===== config.mk =====
export PLATFORM = sky130hd
export DESIGN_NAME = iact_set_scheduler
export DESIGN_NICKNAME = d
export VERILOG_FILES = /design/src/rtl/iact_set_scheduler.sv
export SDC_FILE = /design/constraint.sdc
export NUM_CORES = 1
export LEC_CHECK = 0
export CAP_MARGIN = 15
export CORE_MARGIN = 2
export CORE_UTILIZATION = 30
export CTS_CLUSTER_SIZE = 12
export DETAILED_ROUTE_END_ITERATION = 16
export HOLD_SLACK_MARGIN = 0.12
export PLACE_DENSITY = 0.62
export SLEW_MARGIN = 10
export SYNTH_ARGS = -nofsm -noshare
export SYNTH_HDL_FRONTEND = slang
export SYNTH_SLANG_ARGS = --single-unit

===== constraint.sdc =====
create_clock -name clk -period 2.1 [get_ports clk]
set_clock_uncertainty 0.2 [all_clocks]
set_input_delay 0.42 -clock clk [delete_from_list [all_inputs] [get_ports clk]]
set_output_delay 0.42 -clock clk [all_outputs]
set_load 0.05 [all_outputs]

===== src/rtl/iact_set_scheduler.sv =====
// iact_set_scheduler: sequences input-activation delivery into one PE cluster.
// Clears and loads the cluster route config, then lets every enabled iact router
// stream its elements through all of its sets, and pulses done when the pass ends.
//
// state | meaning
// ------+-------------------------------------------------------------
// IDLE  | waiting for start; config and router mask captured on start
// CLR   | conf_rst pulse to the cluster controller
// LOAD  | conf_en pulse, cluster latches iact_configs
// RUN   | routers stream elements until every active router is done
// FIN   | done pulse, then back to IDLE
module iact_set_scheduler #(
    parameter int ROUTERS = 3,
    parameter int SETS    = 4,
    parameter int SET_W   = 2,
    parameter int ELEMS   = 16,
    parameter int ELEM_W  = 4,
    parameter int CFG_W   = 64
) (
    input  logic                     clk,
    input  logic                     rst,
    input  logic                     en,
    input  logic                     start,
    input  logic [CFG_W-1:0]         cfg_in,
    input  logic [ROUTERS-1:0]       router_mask,
    input  logic [ROUTERS-1:0]       src_valid,
    input  logic [ROUTERS-1:0]       iact_readys,
    output logic [ROUTERS-1:0]       src_ready,
    output logic [ROUTERS-1:0]       iact_enables,
    output logic [SET_W*ROUTERS-1:0] iact_data_set,
    output logic [CFG_W-1:0]         iact_configs,
    output logic                     conf_rst,
    output logic                     conf_en,
    output logic                     busy,
    output logic [ROUTERS-1:0]       set_done,
    output logic                     done
);

    typedef enum logic [2:0] {IDLE, CLR, LOAD, RUN, FIN} state_t;

    localparam logic [ELEM_W-1:0] ELEM_LAST = ELEM_W'(ELEMS - 1);
    localparam logic [ELEM_W-1:0] ELEM_ONE  = ELEM_W'(1);
    localparam logic [SET_W-1:0]  SET_LAST  = SET_W'(SETS - 1);
    localparam logic [SET_W-1:0]  SET_ONE   = SET_W'(1);

    state_t             state;
    logic [ROUTERS-1:0] active;
    logic [ROUTERS-1:0] set_done_q;
    logic [CFG_W-1:0]   cfg_q;
    logic [ELEM_W-1:0]  elem_cnt [ROUTERS];
    logic [SET_W-1:0]   set_cnt  [ROUTERS];
    logic               run_ok;

    // Router gating: only in RUN with the global enable, only for routers still in their pass.
    always_comb begin
        run_ok       = en && (state == RUN);
        iact_enables = run_ok ? (src_valid & active) : '0;
        src_ready    = iact_enables & iact_readys;
    end

    // Pack the per-router set index onto the flat cluster bus.
    always_comb begin
        iact_data_set = '0;
        for (int r = 0; r < ROUTERS; r++) begin
            iact_data_set[r*SET_W +: SET_W] = set_cnt[r];
        end
    end

    // Config pulses and done are decoded from state; en=0 silences every pulse.
    assign conf_rst     = en && (state == CLR);
    assign conf_en      = en && (state == LOAD);
    assign done         = en && (state == FIN);
    assign busy         = (state != IDLE);
    assign set_done     = en ? set_done_q : '0;
    assign iact_configs = cfg_q;

    // Sequencer plus per-router element/set counters; everything holds while en=0.
    always_ff @(posedge clk) begin
        if (rst) begin
            state      <= IDLE;
            active     <= '0;
            set_done_q <= '0;
            cfg_q      <= '0;
            for (int r = 0; r < ROUTERS; r++) begin
                elem_cnt[r] <= '0;
                set_cnt[r]  <= '0;
            end
        end else if (en) begin
            set_done_q <= '0;
            case (state)
                IDLE: begin
                    if (start) begin
                        cfg_q  <= cfg_in;
                        active <= router_mask;
                        for (int r = 0; r < ROUTERS; r++) begin
                            elem_cnt[r] <= '0;
                            set_cnt[r]  <= '0;
                        end
                        state <= CLR;
                    end
                end
                CLR:  state <= LOAD;
                LOAD: state <= RUN;
                RUN: begin
                    // active is the registered mask, so exit lands one cycle after the last clear.
                    if (active == '0) begin
                        state <= FIN;
                    end
                    for (int r = 0; r < ROUTERS; r++) begin
                        if (src_ready[r]) begin
                            if (elem_cnt[r] == ELEM_LAST) begin
                                elem_cnt[r]   <= '0;
                                set_done_q[r] <= 1'b1;
                                if (set_cnt[r] == SET_LAST) begin
                                    set_cnt[r] <= '0;
                                    active[r]  <= 1'b0;
                                end else begin
                                    set_cnt[r] <= set_cnt[r] + SET_ONE;
                                end
                            end else begin
                                elem_cnt[r] <= elem_cnt[r] + ELEM_ONE;
                            end
                        end
                    end
                end
                FIN:     state <= IDLE;
                default: state <= IDLE;
            endcase
        end
    end

endmodule


Yosys cells after proc, flatten, opt, wreduce, memory -nomap -nowiden
Memory sizes are Yosys's and may differ from the RTL's.
Index checks and enable logic that the tools add are counted.
{"block": "totals", "ff_bits": 73, "ramBits": 18, "input_bits": 77, "out_inout_bits": 83, "word_cells": 188, "n_memories": 2}
{"memory": "elem_cnt", "depth": 3, "word_bits": 4, "rd": 3, "rd_clocked_by_memory_dff": 0, "wr": 3, "line_no": "50", "source": "logic [ELEM_W-1:0] elem_cnt [ROUTERS];"}
{"memory": "set_cnt", "depth": 3, "word_bits": 2, "rd": 3, "rd_clocked_by_memory_dff": 0, "wr": 3, "line_no": "51", "source": "logic [SET_W-1:0] set_cnt [ROUTERS];"}
{"block": "classes", "n_addsub": 6, "eq_ne": 21, "muxes": 120, "bitwise": 20, "reduce_logical": 13}
{"cell": "2-to-1 mux 1 bit", "count": 94}
{"cell": "2-to-1 mux 4 bit", "count": 9}
{"cell": "2-to-1 mux 2 bit", "count": 9}
{"cell": "2-to-1 mux 3 bit", "count": 6}
{"cell": "bitwise OR 1 bit", "count": 18}
{"cell": "AND reduction 6 bit", "count": 3}
{"cell": "inequality test 2 x 1 -> 1 bit, second input constant", "count": 7}
{"cell": "adder 4 x 1 -> 4 bit, second input constant", "count": 3}
{"cell": "== test 4 bit, second input constant", "count": 3}
{"cell": "one-hot mux 3 bit (4 select lines)", "count": 1}
{"cell": "inequality test 2 bit, second input constant", "count": 4}
{"cell": "adder 2 x 1 -> 2 bit, second input constant", "count": 3}
{"cell": "bitwise AND 3 bit", "count": 2}
{"cell": "== test 2 bit, second input constant", "count": 3}
{"cell": "== test 3 x 2 -> 1 bit, second input constant", "count": 2}
{"cell": "zero test 3 bit", "count": 2}
{"cell": "one-hot mux 3 bit (2 select lines)", "count": 1}
{"cell": "AND reduction 3 bit", "count": 2}
{"cell": "logical AND 1 bit", "count": 4}
{"cell": "== test 3 x 1 -> 1 bit, second input constant", "count": 1}
{"cell": "== test 3 bit, second input constant", "count": 1}
{"cell": "nonzero test 3 bit", "count": 1}
{"cell": "nonzero test 2 bit", "count": 1}

Logic depth before layout (Yosys ltp)
Gate-level depths: netlist (run 1).
{"block": "logic_depth", "ltp_word": 11, "mapped_depth": 8, "mapped_depth_nobuf": 5}

Worst setup path before layout (run 1)
Ideal clock, no wire load.
{"block": "synth_timing", "path_type": "reg-to-reg", "startpoint": "register state[2]", "endpoint": "memory elem_cnt[0][0], enable pin", "setup_ps": 308, "arrival_ps": 1822, "required_ps": 1592, "slack_ps": -231, "stages_incl_launch_ff": 6, "n_path_buf": 1, "synth_period_minus_slack_ps": 2331, "cell_sequence": "dfxtp_1 clkbuf_1 nand4b_1 nor2_1 nand3_1 nand2_1"}
{"item": "start: declaration", "line_no": "46", "source": "state_t state;"}
{"item": "start signal: assignment", "line_no": "80", "source": "state <= IDLE;"}
{"item": "start signal: assignment", "line_no": "99", "source": "state <= CLR;"}
{"item": "start signal: assignment", "line_no": "102", "source": "CLR: state <= LOAD;"}
{"item": "end: declaration", "line_no": "50"}

Worst setup path after layout (run 1)
{"block": "layout_timing", "startpoint": "input iact_readys[2]", "endpoint": "output src_ready[2]"}
{"block": "layout_via", "elab_chain_len": 1}
{"item": "start: declaration", "line_no": "27", "source": "input logic [ROUTERS-1:0] iact_readys,"}
{"item": "bitwise AND 3 bit", "line_no": "58", "source": "src_ready = iact_enables & iact_readys;"}
{"item": "end: declaration", "line_no": "28", "source": "output logic [ROUTERS-1:0] src_ready,"}
Every way passes these cells.

==> run metrics, run 1 <==
Ys Warns 0; Synth top cells by count nand2_1 (147), dfxtp_1 (73), a21oi_1 (68); final hold violations 0; final net count a little under 700; clk sinks a little over 90; Tcrit/Tclk final 0.994; Static Leakage ~2.5 nW; count leader, synth nand2_1; synthesized-area fraction occupied by adder cells 0.0208; Clock Latency Late Sink 0.34 ns; worst hold path class in -> reg; Initial Util 0.305; number of buffers created by CTS 9; via count between 3,000 and 4,000; synthesized area per cell around 8.5 µm²; asr flop ratio synth 0; Finish-stage setup viols 0; pwr/cell area 760 mW/mm²; vias per cell about 4.7; initial DRC count 119; vias in the first global route between 3,000 and 4,000; setup tns final 0 ns; smallest hold slack about 0.24 ns; CP required around 1.5 ns; mux contribution to synthesized area 0; critical path endpoint category primary output; fillcell total roughly 1,100; Final min period between 2 and 2.5 ns; die width ~110 µm; area of the multi-input gates roughly 0.0015 mm²; Synth area leaders dfxtp_1 (40%), nand2_1 (15%), edfxtp_1 (15%), a21oi_1 (9.4%), clkbuf_1 (2.2%); largest family of logic cells by synthesized area simple AND/OR/NAND/NOR gates; Bufs on Longest Clock Path 2; Mapped Cells roughly 420; Post-synth top flop dfxtp_1; num rows 40; Slew @ Worst Pin between 0.5 and 0.6 ns; final worst slack 0.0124 ns; total wire length roughly 10,000 µm; number of flops mapped to enable cells by yosys 18; Detail Route Antenna Nets 0; maximum clock frequency ~0.48 GHz; Overall Global Routing Usage 0.159; Root Buffer clkbuf_16; 1st-pass router iterations 4; DR WL/cell 13.7 µm; FF/Latch Area 0.00200 mm²; Slew headroom 0.666; final std cells w/o fill about 750; XOR/XNOR Fraction of Synth Area 0.0145; R2R setup slack between 0.1 and 0.15 ns; largest net degree at the start of global routing 53; GRT overflow 0; Yosys top cell by area dfxtp_1; first-pass GRT wire length 16,300 µm; Area Growth Syn to Fin 62.8%; Slew Limit Fails 0; Die ar. around 0.013 mm²; antenna violations before repair 0; post-synth top area share 0.405; Buffers on Ports approximately 160; residual DRC count 0; Compound-Gate Fraction of Synth Area 0.122; count of different cell masters after synthesis a little over 40; layout cells sized above 1 0.188; Net Count, Synth 507; startpoint types input port; status finished, final reports clean; core area around 0.012 mm²; Max-Cap Viols 0; Clock transition at path regs roughly 0.06 ns; Worst VDD drop 0.372 mV; sequential share of the synthesized area 0.554; #FFs+latches synth slightly above 90; ant diodes 0; Worst Setup Path Type in -> out; arrival time at the worst endpoint 1.47 ns; CTS HTree Levels 3; dpl hpwl between 7000 and 8000 µm; hold-fix buffer count after cts 0; routability cong. around 0.84; placed cell count around 730; CTS tree built; simple-gate area share of the yosys netlist 0.255; post-synthesis cell area about 0.0036 mm²; dpl ws -0.468 ns; num ports 160; highest net fanout along the worst path 2; Die Span Y ~110 µm
## worst max-delay path: stages
cell and delay, ns:
clkdlybuf4s50_1 0.50, nand3_1 0.12, buf_4 0.16, nor2_4 0.12, buf_12 0.15
## sequential cells by signal, indices dropped and copies added, names as in the netlist
register      flops
elem_cnt         12
iact_configs     64
set_cnt           6
set_done_q        3
state             3
active            3
## routing by layer
metal	wire length, µm	vias to the layer above	global-route usage	share of wire
li1	-	1772	-	-
met1	4170	1609	0.181	0.41
met2	5170	96	0.274	0.51
met3	724	12	0.0510	0.071
met4	154	0	0.0683	0.015
met5	0	-	0	0
## cell usage in the layout (no fill, tap or decap), types with 2 or more instances in the layout
master,synthesis,layout
nand2_1,147,147
dlygate4sd2_1,0,29
and2_1,4,4
buf_12,0,16
xor2_1,3,3
edfxtp_1,18,18
nor3_1,6,6
nor3b_2,1,2
nor2_4,0,3
and3b_2,0,2
o21ai_0,2,2
o2111ai_1,2,2
ha_1,6,6
xnor2_1,3,3
buf_4,0,64
inv_1,5,4
or3_1,2,2
nor3b_1,3,2
nand3_1,9,8
clkbuf_16,0,9
a21oi_1,68,68
inv_6,0,2
a211oi_1,2,2
dlymetal6s2s_1,0,2
and3_1,8,7
clkdlybuf4s50_1,0,73
clkinv_2,0,2
nor2_1,15,12
dfxtp_1,73,73
## power by group
part           total (mW)  internal [mW]  switching, mW
combinational       0.910          0.355          0.554
clock                1.62          0.929          0.693
sequential           1.94           1.88         0.0570
total                4.47           3.16           1.30
## kinds of logic after synthesis
logic type,count (synthesis)
compound gates,81
xor+xnor,6
fa+ha+maj,6
buf+inv,31
flops,91
simple gates,209
## area by class of cell
class                      instances  area share
multi-input combinational        302       0.262
inverter                           5     0.00319
clock inverter                     7      0.0126
timing repair buffer             187       0.313
clock buffer                       9      0.0383
sequential                        91       0.340
tap                              147      0.0313
## path summary, 6_finish.rpt
path / start / cells past startpoint / to
worst max-delay path: iact_readys[2] / 5 / src_ready[2]
worst min register to register: set_done_q[1] / 2 / set_done_q[1]
worst max register to register: state[2] / 4 / set_cnt[1][0]
worst min-delay path: rst / 2 / active[0]
## through the flow
stage | instance area, µm² | total power [mW] | util
after global routing | 5880 | 4.67 | 0.496
after global placement | 5560 | 2.89 | 0.469
after detailed placement | 5560 | 2.91 | 0.469
final | 5880 | 4.47 | 0.496
after floorplan | 3620 | 2.49 | -
after CTS | 5850 | 4.54 | 0.493
## repair_timing
item | CTS | global route
setup endpoints to repair | 45 | 10
cloned | 0 | 0
pin swaps | 1 | 0
buffers inserted | 2 | 0
resized for setup | 37 | 9
(Power assumes the default switching activity.)
==> run 2, diff against run 1 <==
PLACE_DENSITY = 0.68   (was 0.62)
==> run 2 against run 1 <==
Compared with the run above: global-route usage shrank 0.087 points; die area is the same; combinational power shrank 1%; sequential power is essentially flat; first-iteration DRC count grew 32%; critical path depth shrank 2; critical path type is now reg -> out.
==> run metrics, run 2 (synthesis gave the netlist of run 1 again) <==
status finished, final reports clean; CTS HTree Levels 3 (unchanged); Clock transition at path regs 0.06 ns (about the same); arrival time at the worst endpoint 1.44 ns (-0.03 ns); startpoint types flip-flop; Min-Delay Path Depth 2 (unchanged); Buffers on Ports 159 (unchanged); fillcell total 1,119 (-1.6%); setup tns final 0 ns (unchanged); worst r2r path cells 4 (unchanged); Finish-stage setup viols 0 (unchanged); smallest hold slack 0.230 ns (-0.0110 ns); num rows 40 (unchanged); RSZ-0062 raised after global routing false; initial DRC count 157 (+32%); Worst path depth 3 (-2); crit-path max cell delay 0.41 ns (-0.09 ns); Crit path top cell by count buf_4; Worst VDD drop 0.427 mV (+15%); Die Span Y 114 µm (unchanged); Bufs on Longest Clock Path 2 (unchanged); final std cells w/o fill 746 (-0.27%); pwr/cell area 762 mW/mm² (+0.25%); Critical Path, Cell by Cell buf_4 > or3_1 > buf_4; ant diodes 0 (unchanged); routability cong. 0.817 (-2.7%); Final min period 2.06 ns (-0.0277 ns); via count 3,563 (+2.1%); crit-path leading delay family simple AND/OR/NAND/NOR gates; residual DRC count 0 (unchanged); number of buffers created by CTS 9 (unchanged); Detail Route Antenna Nets 0 (unchanged); Root Buffer clkbuf_16; dpl ws -0.461 ns (+0.00663 ns); Die ar. 0.0129 mm² (unchanged); dpl hpwl 7660 µm (+2.5%); Overall Global Routing Usage 0.158 (-0.000874); highest net fanout along the worst path 7 (+5); antenna violations before repair 0 (unchanged); clk sinks 91 (unchanged); 1st-pass router iterations 6 (+2); first-pass GRT wire length 16,300 µm (+0.55%); Worst Setup Path Type reg -> out; total power 4.42 mW (-1.1%); Placed Instance Area 0.00548 mm² (-1.4%); slowest CP cell or3_1; Area Growth Syn to Fin 60.5%; most frequent cells in the layout nand2_1 (147), buf_4 (75), clkdlybuf4s50_1 (74); Clock Latency Late Sink 0.34 ns (about the same); largest net degree at the start of global routing 49 (-7.5%); Static Leakage 2.42 nW (-2.0%); final net count 677 (-0.29%); die width 114 µm (unchanged); maximum clock frequency 0.485 GHz (+1.3%); final worst slack 0.0401 ns (+0.0277 ns); max FFs per register 64 (unchanged); most common cell after layout, fill and taps aside nand2_1; CTS tree built; Initial Util 0.305 (unchanged); vias per cell 4.78 (+2.4%); placed cell count 729 (-0.27%); final hold violations 0 (unchanged); layout cells sized above 1 0.195 (+0.00731); worst hold path class in -> reg; core area 0.0119 mm² (unchanged); Slew headroom 0.666 (about the same); Slew @ Worst Pin 0.501 ns (-0.0000272 ns); DR WL/cell 13.9 µm (+1.9%); CP required 1.48 ns (about the same); Tcrit/Tclk final 0.981 (-0.0132); Max-Cap Viols 0 (unchanged); Buf/Inv on CP 2 (-1); num ports 160 (unchanged); GRT overflow 0 (unchanged); Final Cell Area 0.00580 mm² (-1.4%); critical path endpoint category primary output; total wire length 10,400 µm (+1.6%); Slew Limit Fails 0 (unchanged); final core utilization 0.489 (-0.00686); vias in the first global route 3,344 (-3.7%)
-- run 2: cell count changes in the layout (fill, tap and decap cells not counted), moves of 2 or more --
cell	change
buf_12	-3
buf_4	+11
dlygate4sd2_1	-11
clkbuf_1	+3
inv_6	-2
-- run 2: per-layer routing --
layer / part of all wire / up-vias / global-route usage
li1: - / 1756 / -
met1: 0.42 / 1680 / 0.192
met2: 0.50 / 113 / 0.268
met3: 0.057 / 14 / 0.0377
met4: 0.018 / 0 / 0.0675
met5: 0 / - / 0
-- run 2: area by class of cell --
cell class,instances,area [µm²],area share
clock buffer,12,236,0.0408
tap,147,184,0.0317
timing repair buffer,185,1770,0.306
inverter,5,18.8,0.00324
multi-input combinational,302,1530,0.264
clock inverter,4,50.0,0.00863
sequential,91,2000,0.345
-- run 2: power by group --
| part | total [mW] | switching (mW) | internal (mW) |
|---|---|---|---|
| Sequential | 1.94 | 0.0599 | 1.88 |
| Combinational | 0.899 | 0.554 | 0.345 |
| Clock | 1.58 | 0.653 | 0.925 |
-- run 2: path summary, 6_finish.rpt --
check / start / endpoint / slack, ns
max: state[1] / busy / 0.04
min: rst / active[1] / 0.23
max reg2reg: state[0] / set_cnt[1][0] / 0.09
min reg2reg: set_done_q[2] / set_done_q[2] / 0.25
-- run 2: worst reg2reg max path, stage by stage (launching register included) --
cell and delay (ns):
dfxtp_1 0.36, and4b_2 0.31, nand4_4 0.16, or4_4 0.57
nand2_1 0.12
-- run 2: repair_timing --
item	CTS	global route
endpoints found under the setup margin	38	11
gates cloned	0	0
gates resized for setup	28	6
setup buffers	1	1
pin swaps	1	0
hold buffers	0	0
==> patch 1 (config.mk and constraints of run 1) <==
Make the reset (`rst`) asynchronous in one clocked block.
--- a/src/rtl/iact_set_scheduler.sv
+++ b/src/rtl/iact_set_scheduler.sv
@@ -75,7 +75,7 @@
     assign iact_configs = cfg_q;
 
     // Sequencer plus per-router element/set counters; everything holds while en=0.
-    always_ff @(posedge clk) begin
+    always_ff @(posedge clk or posedge rst) begin
         if (rst) begin
             state      <= IDLE;
             active     <= '0;
Behaviour: differs if rst is asserted again (counterexample within 4 cycles, from zero or initial values and one cycle with rst high); with rst held inactive, the same outputs for 4 cycles.
==> patch 1 against run 1 <==
  * Area after synthesis grew 8.4%
  * Critical endpoint unchanged
  * Setup slack lost 0.043 ns
  * Cell area grew 3.6%
  * Sequential share of layout area grew 3.4 points
  * Fmax shrank 2.0%
  * Wire length grew 2.2%
  * Sequential cell count is the same
  * Utilization shrank 1.5 points
  * The run now ends with setup timing left
Power is not compared: it rests on default switching activity, and its combinational part moved more than twofold at a synthesized area within 25%.
==> patch 1: results (changes against run 1) <==
most instantiated cells after synthesis - nand2_1, dfrtp_1, and3_1, inv_1, nand3_1
largest net degree at the start of global routing - 51 (-3.8%)
DR iter-0 viols - 157 (+32%)
CP max stage delay - 0.42 ns (-0.08 ns)
Tot GR Track Use - 0.152 (-0.00746)
status - finished, violations left
routed wl met2 - 4.90 mm (-5.3%)
final wirelength - 10.4 mm (+2.2%)
ClkCell Share - 0.0511 (+0.000278)
gpl congestion - 0.763 (-9.2%)
Crit Path Max Fanout - 6 (+4)
crit-path leading delay family - simple AND/OR/NAND/NOR gates
hold path startpoint - iact_configs[31]$_DFFE_PP0P_
Ant. Diodes - 0 (unchanged)
slew margin rel. - 0.672 (+0.00623)
DR WL met3 - 589 um (-19%)
number of global-route vias before repair - 3456 (-0.52%)
Buffers excl. clock - 179 (-4.3%)
async set or reset register ratio after synthesis - 1.00 (+1.00)
post_cts resized - 15 (-59%)
Final setup viols - 6 (+6)
met1 Usage GRT - 0.199 (+0.0174)
layout cells sized above 1 - 0.219 (+0.0307)
Hold Path Class - reg -> reg
met2 GRT Util - 0.240 (-0.0340)
Synth Net Count - 506 (-0.20%)
clock-net power - 1700 uW
Seq/Total Area, Yosys - 0.582 (+0.0274)
met1 wire length - 4.81 mm (+15%)
Layout Nets - 677 (-0.29%)
Reg area - 2280 um^2 (+14%)
DP Worst Slack - -0.279 ns (+0.188 ns)
inverters - 12 (+7)
Most used DFF post-synth - dfrtp_1
Post-DP Area - 5730 um^2 (+3.1%)
fraction of area in multi-input gates - 0.247 (-0.0145)
buffering overhead - 0.283 (-0.0292)
hpwl dp - 7.58 mm (+1.5%)
Post-CTS Setup Repair Bufs - 4 (+2)
Netlist cell types - 38 (-7.3%)
vias per std cell - 4.54 (-2.6%)
GR Util met3 - 0.0362 (-0.0148)
top cells by area, synth - dfrtp_1, nand2_1, ha_1, and3_1, nand4_4
VDD IR-drop max - 0.745 mV
Worst EP arrival - 1.51 ns (+0.04 ns)
failing checks - setup timing
first-pass GRT wire length - 17.2 mm (+5.8%)
WL per Instance - 13.5 um (-0.87%)
fill count - 1196 (+5.2%)
multi-input logic area - 1510 um^2 (-2.1%)
Reg-to-Reg Start - state[2]$_DFFE_PP0P_
Placed Cells incl. Taps - 751 (+2.7%)
final setup margin - -0.0309 ns (-0.0433 ns)
Tapcell Cnt - 172 (+17%)
==> patch 1: changes by cell type after synthesis, sizes merged, moves of 7 or more <==
cell,run 1,this run
a21oi,68,8
clkbuf,21,6
edfxtp,18,0
buf,5,13
dfrtp,0,91
nand2,147,203
dfxtp,73,0
inv,5,12
nor2,15,7
==> patch 1: path summary, 6_finish.rpt <==
check / to / slack, ns
max reg2reg: iact_data_set[0]$_DFFE_PP0P_ / 0.15
min in group asynchronous: iact_configs[37]$_DFFE_PP0P_ / 0.36
min: iact_configs[31]$_DFFE_PP0P_ / 0.27
max in group asynchronous: state[1]$_DFFE_PP0P_ / 1.07
max: src_ready[2] / -0.03
min reg2reg: iact_configs[31]$_DFFE_PP0P_ / 0.27
==> patch 1: logic make-up (layout without fill, tap and decap cells) <==
kind of cell	count (synthesis)	in the layout	share of synthesized area
compound gates	45	45	0.0825
fa+ha+maj	6	6	0.0192
buf+inv	31	207	0.0387
flops	91	91	0.582
mux	2	2	0.00543
simple gates	248	248	0.273
==> patch 2 (flow settings as in run 1) <==
Without the edit above. Set the parameter `ROUTERS` to 5 (it was 3).
--- a/src/rtl/iact_set_scheduler.sv
+++ b/src/rtl/iact_set_scheduler.sv
@@ -10,7 +10,7 @@
 // RUN   | routers stream elements until every active router is done
 // FIN   | done pulse, then back to IDLE
 module iact_set_scheduler #(
-    parameter int ROUTERS = 3,
+    parameter int ROUTERS = 5,
     parameter int SETS    = 4,
     parameter int SET_W   = 2,
     parameter int ELEMS   = 16,
Interface: changed (7 resized); port bits go from 160 to 176. No check against the original RTL was run, so the function may have changed too.
==> patch 2 against run 1 <==
  * Worst hold slack better by 0.00067 ns
  * Wire length up 29%
  * Cell area up 19%
  * Sequential cell count up 16
  * Setup slack better by 0.011 ns
  * Fmax up 0.53%
  * Total power up 11%
  * Register-to-register slack better by 0.04 ns
  * Area after synthesis up 24%
  * Critical path type unchanged
  * Critical endpoint is now src_ready[1]
  * Largest cell class unchanged
  * Largest power group unchanged
==> patch 2: results (changes against run 1) <==
R2R setup slack - 0.15 ns (+0.04 ns)
Leakage - 0.00290 uW (+18%)
layout cells sized above 1 - 0.229 (+0.0407)
Buffers excl. clock - 211 (+13%)
reg2reg path depth - 5 (+1)
GR Util met3 - 0.0561 (+0.00508)
Clock Buffer Count - 10 (+1)
Netlist cell types - 52 (+27%)
Post-synth EDFFs - 30 (+12)
Finished Layout Cells - 888 (+19%)
multi-input logic area - 1920 um^2 (+25%)
Tmin final - 2.08 ns (-0.0110 ns)
gpl congestion - 0.805 (-4.1%)
status - completed
Synth Net Count - 597 (+18%)
ClkCell Share - 0.0408 (-0.0101)
Reg area - 2450 um^2 (+22%)
number of global-route vias before repair - 4280 (+23%)
VDD IR-drop max - 0.342 mV (-8.0%)
most instantiated cells after synthesis - nand2_1, dfxtp_1, a21oi_1, edfxtp_1, nor2_1
met2 GRT Util - 0.273 (-0.00152)
Fin Hold WS - 0.241 ns (+0.000673 ns)
Reg-to-Reg End - set_cnt[0][1]$_SDFFCE_PN0P_
crit path to - src_ready[1]
DR iter-0 viols - 358 (+200%)
WL per Instance - 14.8 um (+8.3%)
Avg Inst Size Synth - 8.92 um^2 (+4.7%)
core area - 14600 um^2 (+23%)
Seq area share - 0.350 (+0.00989)
Tot GR Track Use - 0.164 (+0.00502)
Seq/Total Area, Yosys - 0.543 (-0.0109)
hpwl dp - 9.77 mm (+31%)
Post-DP Area - 6650 um^2 (+20%)
Layout Nets - 792 (+17%)
hold path startpoint - set_done_q[1]$_SDFFE_PP0P_
met1 wire length - 5.65 mm (+36%)
DP Worst Slack - -0.382 ns (+0.0852 ns)
DR WL met3 - 932 um (+29%)
largest net degree at the start of global routing - 41 (-23%)
Post-CTS Setup Repair Bufs - 4 (+2)
inverters - 11 (+6)
Hold Path Class - reg -> reg
[patch 2: cell count changes in the layout (fill, tap and decap cells not counted), moves of 3 or more]
cell	change
and2_1	+3
nand2_1	+15
inv_1	+4
clkdlybuf4s50_1	+7
nand3_1	+7
buf_12	+6
nor2_1	+8
dlygate4sd2_1	-17
ha_1	+4
edfxtp_1	+12
buf_4	+30
[patch 2: cells by family (layout without fill, tap and decap cells)]
group | Yosys count | in the layout | synth area share
flops | 107 | 107 | 0.543
xor+xnor | 8 | 8 | 0.0156
mux | 2 | 2 | 0.00445
compound gates | 86 | 86 | 0.107
simple gates | 253 | 253 | 0.264
buf+inv | 38 | 238 | 0.0387
fa+ha+maj | 10 | 10 | 0.0278
[patch 2: power breakdown]
part	leakage (uW)	switching (uW)	internal, uW
Sequential	0.000947	81.0	2230
Clock	0.000148	779	874
Combinational	0.00180	592	385
Total	0.00290	1450	3490
